$ cat config.mk
export PLATFORM = sky130hd
export DESIGN_NAME = codec_i2c_init
export DESIGN_NICKNAME = d
export VERILOG_FILES = /design/src/rtl/codec_i2c_init.sv
export SDC_FILE = /design/constraint.sdc
export NUM_CORES = 1
export LEC_CHECK = 0
export BUFFER_PORTS_ARGS = -buffer_cell sky130_fd_sc_hd__buf_2
export CORE_UTILIZATION = 50
export CTS_BUF_LIST = sky130_fd_sc_hd__clkbuf_4 sky130_fd_sc_hd__clkbuf_8 sky130_fd_sc_hd__clkbuf_16
export DETAILED_ROUTE_END_ITERATION = 8
export PLACE_DENSITY_LB_ADDON = 0.2
export SLEW_MARGIN = 20
export SYNTH_ARGS = -nofsm -noshare
export SYNTH_HDL_FRONTEND = slang
export SYNTH_SLANG_ARGS = --single-unit
$ cat constraint.sdc
create_clock -name clk_i -period 4.36 [get_ports clk_i]
set_clock_uncertainty 0.05 [all_clocks]
set_input_delay 0.872 -clock clk_i [delete_from_list [all_inputs] [get_ports clk_i]]
set_output_delay 0.872 -clock clk_i [all_outputs]
set_load 0.05 [all_outputs]
$ cat src/rtl/codec_i2c_init.sv
// Autonomous I2C write master: after start_i, walks the register table and writes
// each entry to the codec as {dev,w} / {addr,d8} / d[7:0], then reports done/ack_err.
module codec_i2c_init #(
  parameter int          CLK_FREQ = 25000000,
  parameter int          I2C_FREQ = 100000,
  parameter logic [6:0]  DEV_ADDR = 7'h1A,
  parameter int          NUM_REGS = 10
) (
  input  logic        clk_i,
  input  logic        rst_i,
  input  logic        start_i,
  output logic [7:0]  tbl_idx_o,
  input  logic [15:0] tbl_data_i,
  output logic        scl_oe_o,
  output logic        sda_oe_o,
  input  logic        sda_i,
  output logic        busy_o,
  output logic        done_o,
  output logic        ack_err_o
);
  localparam int             Q        = CLK_FREQ / (4 * I2C_FREQ);
  localparam int             CW       = (Q > 1) ? $clog2(Q) : 1;
  localparam logic [CW-1:0]  RELOAD   = CW'(Q - 1);
  localparam logic [7:0]     LAST_IDX = 8'(NUM_REGS - 1);

  typedef enum logic [2:0] {IDLE, START, BIT, ACK, STOP, GAP, DONE} state_t;
  state_t state, state_d;

  logic [CW-1:0] cnt;
  logic [1:0]    phase;
  logic [2:0]    bit_cnt;
  logic [1:0]    byte_cnt;
  logic [23:0]   dat;
  logic          sda_s1, sda_s2;
  logic          tick, last_ph, go;

  assign go      = start_i && (state == IDLE || state == DONE);
  assign tick    = (state != IDLE) && (cnt == '0);
  assign last_ph = tick && (phase == 2'd3);

  always_ff @(posedge clk_i) begin
    if (rst_i) state <= IDLE;
    else       state <= state_d;
  end

  always_comb begin
    state_d = state;
    case (state)
      IDLE, DONE: if (start_i) state_d = START;
      START:      if (last_ph) state_d = BIT;
      BIT:        if (last_ph && bit_cnt == 3'd7) state_d = ACK;
      ACK:        if (last_ph) state_d = (sda_s2 || byte_cnt == 2'd2) ? STOP : BIT;
      STOP:       if (last_ph) state_d = ack_err_o ? DONE : GAP;
      GAP:        if (last_ph) state_d = (tbl_idx_o == LAST_IDX) ? DONE : START;
      default:    state_d = IDLE;
    endcase
  end

  always_ff @(posedge clk_i) begin
    if (rst_i) begin
      cnt       <= RELOAD;
      phase     <= 2'd0;
      bit_cnt   <= 3'd0;
      byte_cnt  <= 2'd0;
      dat       <= 24'd0;
      sda_s1    <= 1'b1;
      sda_s2    <= 1'b1;
      tbl_idx_o <= 8'd0;
      busy_o    <= 1'b0;
      done_o    <= 1'b0;
      ack_err_o <= 1'b0;
    end else begin
      sda_s1 <= sda_i;
      sda_s2 <= sda_s1;

      if (state == IDLE || go || tick) cnt <= RELOAD;
      else                             cnt <= cnt - 1'b1;

      if (go)        phase <= 2'd0;
      else if (tick) phase <= phase + 2'd1;

      // Entry is re-captured for the whole START so the ROM has settled on the new index.
      if (state == START) begin
        dat      <= {DEV_ADDR, 1'b0, tbl_data_i};
        bit_cnt  <= 3'd0;
        byte_cnt <= 2'd0;
      end else if (state == BIT && last_ph) begin
        dat     <= {dat[22:0], 1'b0};
        bit_cnt <= bit_cnt + 3'd1;
      end else if (state == ACK && last_ph) begin
        byte_cnt <= byte_cnt + 2'd1;
      end

      if (go) begin
        tbl_idx_o <= 8'd0;
        busy_o    <= 1'b1;
        done_o    <= 1'b0;
        ack_err_o <= 1'b0;
      end else begin
        if (state == ACK && last_ph && sda_s2) ack_err_o <= 1'b1;
        if (state == GAP && state_d == START)  tbl_idx_o <= tbl_idx_o + 8'd1;
        if (state != DONE && state_d == DONE) begin
          busy_o <= 1'b0;
          done_o <= 1'b1;
        end
      end
    end
  end

  // SCL falls on phase 0 of every bit slot, so SDA only moves while SCL is low.
  always_comb begin
    scl_oe_o = 1'b0;
    sda_oe_o = 1'b0;
    case (state)
      START: begin
        sda_oe_o = (phase != 2'd0);
        scl_oe_o = (phase == 2'd3);
      end
      BIT: begin
        scl_oe_o = ~phase[1];
        sda_oe_o = ~dat[23];
      end
      ACK:  scl_oe_o = ~phase[1];
      STOP: begin
        scl_oe_o = (phase == 2'd0);
        sda_oe_o = ~phase[1];
      end
      default: ;
    endcase
  end
endmodule

Word-level counts from Yosys, hierarchy flattened

Index checks and enable logic that the tools add are counted.

Flip-flop bits (word level): 53
Output and inout bits: 13
Logic and storage cells: 76

Add/sub/neg operators: 5
Equality and inequality tests: 13
Mux-type cells: 16
Bitwise gates (word level): 3
Reductions and logical operators: 26

Operator list:

| operator                                         | count |
|---|---|
| 2-to-1 mux 22 bit                                | 2 |
| 2-to-1 mux 3 bit                                 | 8 |
| one-hot mux 3 bit (6 select lines)               | 1 |
| == test 3 bit, second input constant             | 5 |
| OR reduction 2 bit                               | 5 |
| logical AND 1 bit                                | 9 |
| adder 8 x 1 -> 8 bit, second input constant      | 1 |
| == test 8 x 4 -> 1 bit, second input constant    | 1 |
| == test 3 x 1 -> 1 bit, second input constant    | 2 |
| == test 3 x 2 -> 1 bit, second input constant    | 2 |
| zero test 6 bit                                  | 1 |
| one-hot mux 1 bit (3 select lines)               | 2 |
| nonzero test 2 bit                               | 3 |
| subtractor 6 x 1 -> 6 bit, second input constant | 1 |
| adder 2 x 1 -> 2 bit, second input constant      | 2 |
| == test 2 bit, second input constant             | 2 |
| logical OR 1 bit                                 | 4 |
| adder 3 x 1 -> 3 bit, second input constant      | 1 |
| zero test 3 bit                                  | 1 |
| != test 3 bit, second input constant             | 1 |
| inverter 1 bit                                   | 3 |
| nonzero test 3 bit                               | 1 |
| zero test 2 bit                                  | 1 |
| 2-to-1 mux 1 bit                                 | 2 |
| 2 further kinds                                  | 2 |

Logic depth before layout (Yosys ltp)

Gate-level depths: netlist of run 1.

Depth after elaboration: 10
Depth in mapped cells: 8
Depth with buffers taken out: 6

Worst setup path before layout of run 1

No wires, ideal clock.

Path type: flip-flop to output port
Start: reg state[1]
End: out sda_oe_o
Arrival: 1.878 ns
Required time: 3.438 ns
Path slack: 1.560 ns
Stages on the path, launching flop included: 4
Path buffers: 2
Cell sequence: dfxtp_1 buf_2 clkbuf_1 o32ai_1

Longest elaborated chain between the ends: 2
Elaborated cells on any way between the ends: 4

Ends and longest elaborated chain:

| what                                        | RTL line | RTL |
|---|---|---|
| from (decl)                                 | 27       | `state_t state, state_d;` |
| from (signal assigned)                      | 43       | `else state <= state_d;` |
| == test 3 bit, or another cell as far along | 114      | `case (state)` |
| one-hot mux 1 bit (3 select lines) *        | 114      |  |
| to (decl)                                   | 15       | `output logic sda_oe_o,` |

Mark *: on every way between the ends. The rest lies on a longest branch, timed or not.

Final worst setup path of run 1

Start: reg state[0]
End: out scl_oe_o

Longest elaborated chain between the ends: 3
Elaborated cells on any way between the ends: 6

Ends and longest elaborated chain:

| what                                 | RTL line | RTL |
|---|---|---|
| == test 3 x 2 -> 1 bit               | 114      |  |
| OR reduction 2 bit (no line)         | -        |  |
| one-hot mux 1 bit (3 select lines) * | 114      |  |
| to (decl)                            | 14       | `output logic scl_oe_o,` |

Marks and branches as above.

==> impl_metrics.py, run 1 <==
metrics = {
    "outcome": {
        "status": "complete, no violations",
    },
    "clock_network": {
        "clockRootBuffer": "clkbuf_8",
        "cts_hold_buf": 0,
        "cts_sinks": 53,
        "clk_latency_ns": 0.31,
        "ctsResizeCount": 0,
        "numCtsBuffers": 5,
        "cts_tree": "done",
        "post_cts_buffers": 0,
        "cts_buffer_depth": 2,
        "clk_pin_slew_worst_paths_ns": 0.09,
        "h-tree-depth": 2,
    },
    "placed_design": {
        "place_ws_ns": 1.94,
        "port_buffers": 32,
        "place_congestion": 0.840,
        "place_hpwl_um": 3410,
    },
    "synthesis": {
        "syn_avg_cell_area_sq_um": 8.54,
        "synth_fa_ha_area_frac": 0.0458,
        "async_flop_share": 0,
        "synth_mux_area_frac": 0.00407,
        "synth-main-ff-cell": "dfxtp_1",
        "netlist_instances": 288,
        "synth_seq_area_share": 0.431,
        "yosys_warnings": 0,
        "synth_enable_flop_cells": 0,
        "yosys.area_share.simple": 0.245,
        "syn_area_sq_mm": 0.00246,
        "synth-seq-cells": 53,
        "synth_cell_type_count": 47,
        "synth_top_family_by_area": "simple AND/OR/NAND/NOR gates",
        "syn_nets": 317,
        "synth_compound_area_frac": 0.200,
        "synth_xor_xnor_area_share": 0.0285,
    },
    "grt": {
        "grt_max_degree": 28,
        "grt_pass1_vias": 1824,
        "grt-ovfl-total": 0,
        "grt_pass1_wl_um": 8420,
        "grtUsageTotal": 0.205,
        "antenna_found_initial": 0,
    },
    "sta": {
        "setup-violations-final": 0,
        "worstMarginPinSlew_ns": 0.755,
        "fmax_ghz": 0.362,
        "final.min_clock_period_ns": 2.76,
        "drv_slew": 0,
        "worst_slack_ns": 1.60,
        "rsz0062_at_grt": "no",
        "relSlewSlack": 0.496,
        "finalHoldViolations": 0,
        "final.setup.tns_ns": 0,
        "timing.final.crit_share": 0.634,
    },
    "drt": {
        "routed_via_density": 5.40,
        "vias": 2051,
        "wl_per_cell_um": 12.9,
        "drc": 0,
        "firstDrtPassIters": 5,
        "routed_wl_um": 4910,
        "drt-initial-drc-count": 69,
        "antenna_left": 0,
    },
    "hold_path": {
        "whs_path_depth": 1,
        "min_path_type": "register to register",
        "min-delay-start": "cnt[0]$_SDFF_PP1_",
        "min_delay_worst_endpoint": "cnt[0]$_SDFF_PP1_",
    },
    "critical_path": {
        "reg2reg_depth": 6,
        "cp_max_fo": 17,
        "end_kind": "primary output",
        "critical_path_required_ns": 3.44,
        "critPathSlowestCell": "dfxtp_1",
        "start_kind": "register",
        "cp_slowest_stage_delay_ns": 0.64,
        "critical_path.reg2reg.startpoint": "cnt[0]$_SDFF_PP1_",
        "arrival_ns": 1.84,
        "crit_chain": "nor2b_1 > a22oi_1 > o32ai_1 > buf_2",
        "r2r-end": "dat[5]$_SDFFE_PP0P_",
        "r2r_setup_slack_ns": 1.92,
        "critPathKind": "register to primary output",
    },
    "flow_run": {
        "maxCapViolCount": 0,
    },
    "floorplan": {
        "start_util": 0.521,
        "io_pins": 33,
        "die_area_sq_mm": 0.00520,
        "rows": 25,
        "dieHeight_um": 72.1,
        "core_sq_mm": 0.00472,
        "die_w_um": 72.1,
    },
    "pwr": {
        "leakage_nw": 1.02,
        "irDropWorstVdd_mv": 0.149,
        "power.total_uw": 873,
        "powerDensity_mw_per_mm2": 319,
    },
    "finish": {
        "n_antenna_cell": 0,
        "nets": 342,
        "area_delta_synth_final_pct": 11.2,
        "utilization": 0.579,
        "final_layout_size_suffix_gt1_frac": 0.179,
    },
}
==> placed cells by master (no fill, tap or decap), types with 4 or more instances in the layout <==
cell      Yosys  final
buf_2         8     32
o21ai_0       8      8
or3_1         7      7
a21oi_1      32     32
nor2_1       25     25
nand4_1       4      4
inv_1        12     12
a22oi_1      10     10
nand2_1      43     43
nor3_1        8      8
xnor2_1       6      6
ha_1          9      9
clkbuf_8      0      6
o221a_2       6      6
dfxtp_1      53     53
nor2b_1       5      5
==> critical path: cells and delay by family, from the launching register on <==
kind            cells  cell delay (ns)
flops               1             0.64
simple gates        1             0.32
buf+inv             1             0.31
compound gates      2             0.26
==> per-layer routing <==
layer	up-vias	global-route usage	part of all wire
met3	6	0.0472	0.037
met1	932	0.279	0.50
li1	1072	-	-
met4	0	0.0654	0.012
met2	41	0.321	0.45
met5	-	0	0
==> logic make-up after synthesis <==
kind of cell	Yosys count
AOI/OAI and AO/OA	73
xor gates and xnor gates	8
adders and majority gates	9
buffers and inverters	27
DFF	53
muxes	1
and+or+nand+nor	117
==> power breakdown <==
part / switching, mW / total [mW] / internal (mW)
sequential: 0.0127 / 0.515 / 0.502
clock: 0.157 / 0.283 / 0.126
combinational: 0.0428 / 0.0753 / 0.0325
total: 0.212 / 0.873 / 0.660
==> through the flow <==
step	cells	instance area, sq um	hold WS, ns
after floorplan	288	2460	0.321
after global placement	373	2650	0.332
after detailed placement	373	2650	0.332
after CTS	380	2740	0.354
after global routing	380	2740	0.375
final	380	2740	0.354
==> registers in the layout, indices dropped and copies added (netlist names) <==
signal,flops
ack_err_o,1
bit_cnt,3
busy_o,1
byte_cnt,2
cnt,6
dat,24
done_o,1
phase,2
sda_s1,1
sda_s2,1
state,3
tbl_idx_o,8
==> how the worst max path moves through the flow <==
| stage | from | end | slack (ns) |
|---|---|---|---|
| floorplan | state[1]$_SDFF_PP0_ | sda_oe_o | 1.56 |
| global placement | state[0]$_SDFF_PP0_ | scl_oe_o | 1.96 |
| detailed placement | state[0]$_SDFF_PP0_ | scl_oe_o | 1.94 |
| CTS | state[0]$_SDFF_PP0_ | scl_oe_o | 1.59 |
| global route | state[0]$_SDFF_PP0_ | scl_oe_o | 1.46 |
| finish | state[0]$_SDFF_PP0_ | scl_oe_o | 1.60 |
==> final cells by class <==
class                   instances  area [sq um]
fillers                       445          1990
multi-input cells             208          1290
flip-flops and latches         53          1060
repair buffers                 33           168
well taps                      67          83.8
clock buffers                   6          82.6
inverters                      12          45.0
clock inverters                 1          7.51
==> synth_stat cells, types with 3 or more instances <==
library cell | number | area share
dfxtp_1 | 53 | 0.43
nand2_1 | 43 | 0.066
a21oi_1 | 32 | 0.065
nor2_1 | 25 | 0.038
inv_1 | 12 | 0.018
a22oi_1 | 10 | 0.031
ha_1 | 9 | 0.046
buf_2 | 8 | 0.016
nor3_1 | 8 | 0.016
o21ai_0 | 8 | 0.016
clkbuf_1 | 7 | 0.011
or3_1 | 7 | 0.018
o221a_2 | 6 | 0.027
xnor2_1 | 6 | 0.021
nor2b_1 | 5 | 0.013
nand4_1 | 4 | 0.010
nand3_1 | 3 | 0.0061
nor3b_1 | 3 | 0.0092
or2_2 | 3 | 0.0076
or4_1 | 3 | 0.0092
Power figures use the tool's default switching activity.
==> run 2, diff against run 1 <==
==> constraint.sdc (replaced) <==
create_clock -name clk_i -period 2.6 [get_ports clk_i]
set_clock_uncertainty 0.05 [all_clocks]
set_input_delay 0.52 -clock clk_i [delete_from_list [all_inputs] [get_ports clk_i]]
set_output_delay 0.52 -clock clk_i [all_outputs]
set_load 0.05 [all_outputs]
==> impl_metrics.py, run 2 (synthesis gave the netlist of run 1 again) <==
metrics = {
    "pwr": {
        "swShare": 0.226,
        "pwr-share-clk": 0.405,
        "powerDensity_mw_per_mm2": 590,
        "power_frac_seq": 0.520,
        "p_sw_uw": 375,
        "power.total_mw": 1.66,
        "power_frac_comb": 0.075,
        "leakage_nw": 1.06,
        "irDropWorstVdd_mv": 0.285,
        "p_int_mw": 1.28,
    },
    "grt": {
        "antenna_found_initial": 0,
        "grtUsageTotal": 0.206,
        "grt_pass1_wl_um": 8510,
        "grt_max_degree": 28,
        "grt-ovfl-total": 0,
        "grt_pass1_vias": 1879,
    },
    "finish": {
        "nets": 346,
        "final_common_cell": "dfxtp_1",
        "top_register": "dat",
        "final_layout_size_suffix_gt1_frac": 0.192,
        "utilization": 0.595,
        "largest_reg_flops": 24,
        "top_regs": "dat: 24 flops, tbl_idx_o: 8 flops, cnt: 6 flops",
        "area_delta_synth_final_pct": 14.3,
        "n_antenna_cell": 0,
        "layout_common_cells": "dfxtp_1 (53), nand2_1 (43), a21oi_1 (32), buf_2 (32), nor2_1 (25)",
        "fillCellCount": 446,
    },
    "floorplan": {
        "start_util": 0.521,
        "io_pins": 33,
        "dieHeight_um": 72.1,
        "die_area_sq_mm": 0.00520,
        "rows": 25,
        "die_w_um": 72.1,
        "core_sq_mm": 0.00472,
    },
    "clock_network": {
        "cts_buffer_depth": 2,
        "numCtsBuffers": 5,
        "clk_latency_ns": 0.31,
        "clockRootBuffer": "clkbuf_8",
        "ctsResizeCount": 0,
        "cts_hold_buf": 0,
        "cts_sinks": 53,
        "clk_pin_slew_worst_paths_ns": 0.10,
        "post_cts_buffers": 0,
        "cts_tree": "done",
        "h-tree-depth": 2,
    },
    "sta": {
        "final.setup.tns_ns": 0,
        "final.min_clock_period_ns": 2.44,
        "relSlewSlack": 0.659,
        "fmax_ghz": 0.410,
        "drv_slew": 0,
        "finalHoldViolations": 0,
        "rsz0062_at_grt": "no",
        "setup-violations-final": 0,
        "worst_slack_ns": 0.159,
        "timing.final.crit_share": 0.939,
        "worstMarginPinSlew_ns": 0.512,
    },
    "placed_design": {
        "place_hpwl_um": 3340,
        "port_buffers": 32,
        "place_ws_ns": 0.436,
        "place_congestion": 0.804,
    },
    "drt": {
        "drc": 0,
        "wl_per_cell_um": 12.6,
        "vias": 2097,
        "routed_wl_um": 4850,
        "routed_via_density": 5.45,
        "drt-initial-drc-count": 148,
        "antenna_left": 0,
        "firstDrtPassIters": 4,
    },
    "critical_path": {
        "end_kind": "primary output",
        "cp_max_fo": 17,
        "arrival_ns": 1.87,
        "critical_path_required_ns": 2.03,
        "start_kind": "register",
        "critPathKind": "register to primary output",
    },
    "hold_path": {
        "min_path_type": "input port to register",
    },
    "outcome": {
        "status": "complete, no violations",
    },
    "flow_run": {
        "maxCapViolCount": 0,
    },
}
## run 2: cell count changes in the layout (fill, tap and decap cells not counted)
cell        delta
inv_6          +1
bufinv_16      +2
clkbuf_8       -1
buf_4          +4
clkinvlp_4     -1
## run 2: power groups by stage
stage | Clock, mW | Sequential, mW | Combinational, mW
final | 0.672 | 0.863 | 0.124
after CTS | 0.681 | 0.863 | 0.125
after global placement | 0 | 0.882 | 0.123
after global routing | 0.717 | 0.868 | 0.138
after floorplan | 0 | 0.879 | 0.0906
after detailed placement | 0 | 0.882 | 0.124
## run 2: worst max-delay path: stages (launching register included)
cell and delay (ns):
dfxtp_1 0.64, nor2b_1 0.33, a22oi_1 0.11, o32ai_1 0.15, buf_2 0.32
## run 2: metrics by stage
step | cells | hold slack [ns] | area (sq um)
CTS | 385 | 0.332 | 2810
floorplan | 288 | 0.321 | 2460
global placement | 377 | 0.333 | 2680
finish | 385 | 0.334 | 2810
detailed placement | 377 | 0.335 | 2680
global route | 385 | 0.335 | 2810
## run 2: area by class of cell
| class | count | area (sq um) | share of cell area |
|---|---|---|---|
| Clock buffer | 5 | 68.8 | 0.0245 |
| Clock inverter | 3 | 68.8 | 0.0245 |
| Inverter | 12 | 45.0 | 0.0160 |
| Multi-Input combinational cell | 208 | 1290 | 0.458 |
| Sequential cell | 53 | 1060 | 0.377 |
| Tap cell | 67 | 83.8 | 0.0298 |
| Timing Repair Buffer | 37 | 198 | 0.0703 |
## run 2: final timing paths
check                                         start                   end  slack, ns  depth (start not counted)
worst max register to register    cnt[0]$_SDFF_PP1_  dat[14]$_SDFFE_PP0P_       0.38                          7
worst min-delay path                          sda_i     sda_s1$_SDFF_PP1_       0.33                          2
worst max-delay path            state[0]$_SDFF_PP0_              scl_oe_o       0.16                          4
worst min register to register    cnt[0]$_SDFF_PP1_     cnt[0]$_SDFF_PP1_       0.35                          1
## run 2: layer usage
layer	share of wire	track usage	vias up
li1	-	-	1083
met1	0.49	0.285	962
met2	0.45	0.315	45
met3	0.047	0.0500	7
met4	0.015	0.0741	0
met5	0	0	-
==> run 3, diff against run 2 <==
--- a/config.mk
+++ b/config.mk
@@ -7,9 +7,11 @@
 export LEC_CHECK = 0
 export BUFFER_PORTS_ARGS = -buffer_cell sky130_fd_sc_hd__buf_2
 export CORE_UTILIZATION = 50
-export CTS_BUF_LIST = sky130_fd_sc_hd__clkbuf_4 sky130_fd_sc_hd__clkbuf_8 sky130_fd_sc_hd__clkbuf_16
+export CTS_BUF_LIST = sky130_fd_sc_hd__clkbuf_16
 export DETAILED_ROUTE_END_ITERATION = 8
+export GPL_ROUTABILITY_DRIVEN = 0
 export PLACE_DENSITY_LB_ADDON = 0.2
+export RECOVER_POWER = 25
 export SLEW_MARGIN = 20
 export SYNTH_ARGS = -nofsm -noshare
 export SYNTH_HDL_FRONTEND = slang
==> impl_metrics.py, run 3 (synthesis gave the netlist of run 1 again) <==
metrics = {
    "finish": {
        "n_antenna_cell": 0,
        "final_common_cell": "dfxtp_1",
        "fin_area_sq_mm": 0.00285,
        "fin_cells": 385,
        "top_regs": "dat: 24 flops, tbl_idx_o: 8 flops, cnt: 6 flops",
        "layout_common_cells": "dfxtp_1 (53), nand2_1 (43), a21oi_1 (32), nor2_1 (25), buf_2 (20)",
        "top_register": "dat",
        "fillCellCount": 445,
        "largest_reg_flops": 24,
        "utilization": 0.604,
        "nets": 346,
        "final_layout_size_suffix_gt1_frac": 0.154,
        "area_delta_synth_final_pct": 16.0,
    },
    "hold_path": {
        "whs_path_depth": 1,
        "min_path_type": "register to register",
        "min-delay-start": "cnt[0]$_SDFF_PP1_",
        "min_delay_worst_endpoint": "cnt[0]$_SDFF_PP1_",
    },
    "grt": {
        "grt_pass1_vias": 1872,
        "antenna_found_initial": 0,
        "grt-ovfl-total": 0,
        "grtUsageTotal": 0.206,
        "grt_pass1_wl_um": 8590,
        "grt_max_degree": 28,
    },
    "floorplan": {
        "io_pins": 33,
        "rows": 25,
        "core_sq_mm": 0.00472,
        "die_area_sq_mm": 0.00520,
        "die_w_um": 72.1,
        "start_util": 0.521,
        "dieHeight_um": 72.1,
    },
    "drt": {
        "met1Wirelength_um": 2370,
        "wl_met3_um": 272,
        "drt-initial-drc-count": 174,
        "drc": 0,
        "firstDrtPassIters": 4,
        "wl_per_cell_um": 12.7,
        "routed_wl_um": 4900,
        "routed_via_density": 5.46,
        "top_layer": "met4",
        "met2_length_um": 2210,
        "antenna_left": 0,
        "vias": 2102,
    },
    "placed_design": {
        "port_buffers": 32,
        "dp.cells": 377,
        "place_hpwl_um": 3340,
        "place_area_sq_mm": 0.00268,
    },
    "flow_run": {
        "maxCapViolCount": 0,
    },
    "clock_network": {
        "cts_hold_buf": 0,
        "cts_sinks": 53,
        "cts_buffer_depth": 2,
        "ctsResizeCount": 0,
        "clk_latency_ns": 0.29,
        "numCtsBuffers": 5,
        "clk_pin_slew_worst_paths_ns": 0.07,
        "cts_tree": "done",
        "h-tree-depth": 2,
        "clockRootBuffer": "clkbuf_16",
        "post_cts_buffers": 0,
    },
    "sta": {
        "fmax_ghz": 0.415,
        "final.min_clock_period_ns": 2.41,
        "setup-violations-final": 0,
        "drv_slew": 0,
        "rsz0062_at_grt": "no",
        "final.setup.tns_ns": 0,
        "finalHoldViolations": 0,
        "timing.final.crit_share": 0.928,
        "relSlewSlack": 0.250,
        "worstMarginPinSlew_ns": 1.12,
        "holdWs_ns": 0.349,
    },
    "critical_path": {
        "critical_path_required_ns": 2.03,
        "critical_path.reg2reg.startpoint": "cnt[0]$_SDFF_PP1_",
        "r2r-end": "dat[14]$_SDFFE_PP0P_",
        "start_kind": "register",
        "arrival_ns": 1.84,
        "r2r_setup_slack_ns": 0.39,
        "critPathKind": "register to primary output",
        "reg2reg_depth": 7,
        "cp_max_fo": 17,
        "crit_start": "state[0]$_SDFF_PP0_",
        "end_kind": "primary output",
    },
    "pwr": {
        "irDropWorstVdd_mv": 0.350,
        "leakage_nw": 1.04,
        "powerDensity_mw_per_mm2": 647,
    },
    "outcome": {
        "status": "complete, no violations",
    },
}
[run 3: cell type report]
class	count	area, sq um	area share
Inverter	12	45.0	0.0158
Tap cell	67	83.8	0.0294
Clock inverter	3	68.8	0.0241
Multi-Input combinational cell	208	1290	0.451
Sequential cell	53	1060	0.372
Clock buffer	5	125	0.0438
Timing Repair Buffer	37	183	0.0640
[run 3: how the worst max path moves through the flow]
stage / end / cells after the start
2_1_floorplan: sda_oe_o / 3
3_3_place_gp: dat[10]$_SDFFE_PP0P_ / 7
3_5_place_dp: dat[14]$_SDFFE_PP0P_ / 7
4_1_cts: scl_oe_o / 4
5_1_grt: scl_oe_o / 4
6_report: scl_oe_o / 4
[run 3: stage by stage]
step / power, mW / worst slack (ns)
floorplan: 0.969 / 0.152
global placement: 1.00 / 0.474
detailed placement: 1.01 / 0.436
CTS: 1.86 / 0.171
global route: 1.91 / 0.0216
finish: 1.85 / 0.188
[run 3: critical path, stage by stage (launching register included)]
cell     delay (ns)
dfxtp_1        0.64
nor2b_1        0.33
a22oi_1        0.11
o32ai_1        0.15
buf_2          0.31
[run 3: per-layer routing]
layer	up-vias	global-route usage
met1	959	0.291
met4	0	0.0588
met2	57	0.318
met5	-	0
li1	1080	-
met3	6	0.0458
[run 3: power by group]
part | internal (mW) | total, mW | switching [mW]
registers | 0.842 | 0.864 | 0.0220
clock network | 0.555 | 0.858 | 0.303
logic | 0.0540 | 0.124 | 0.0696
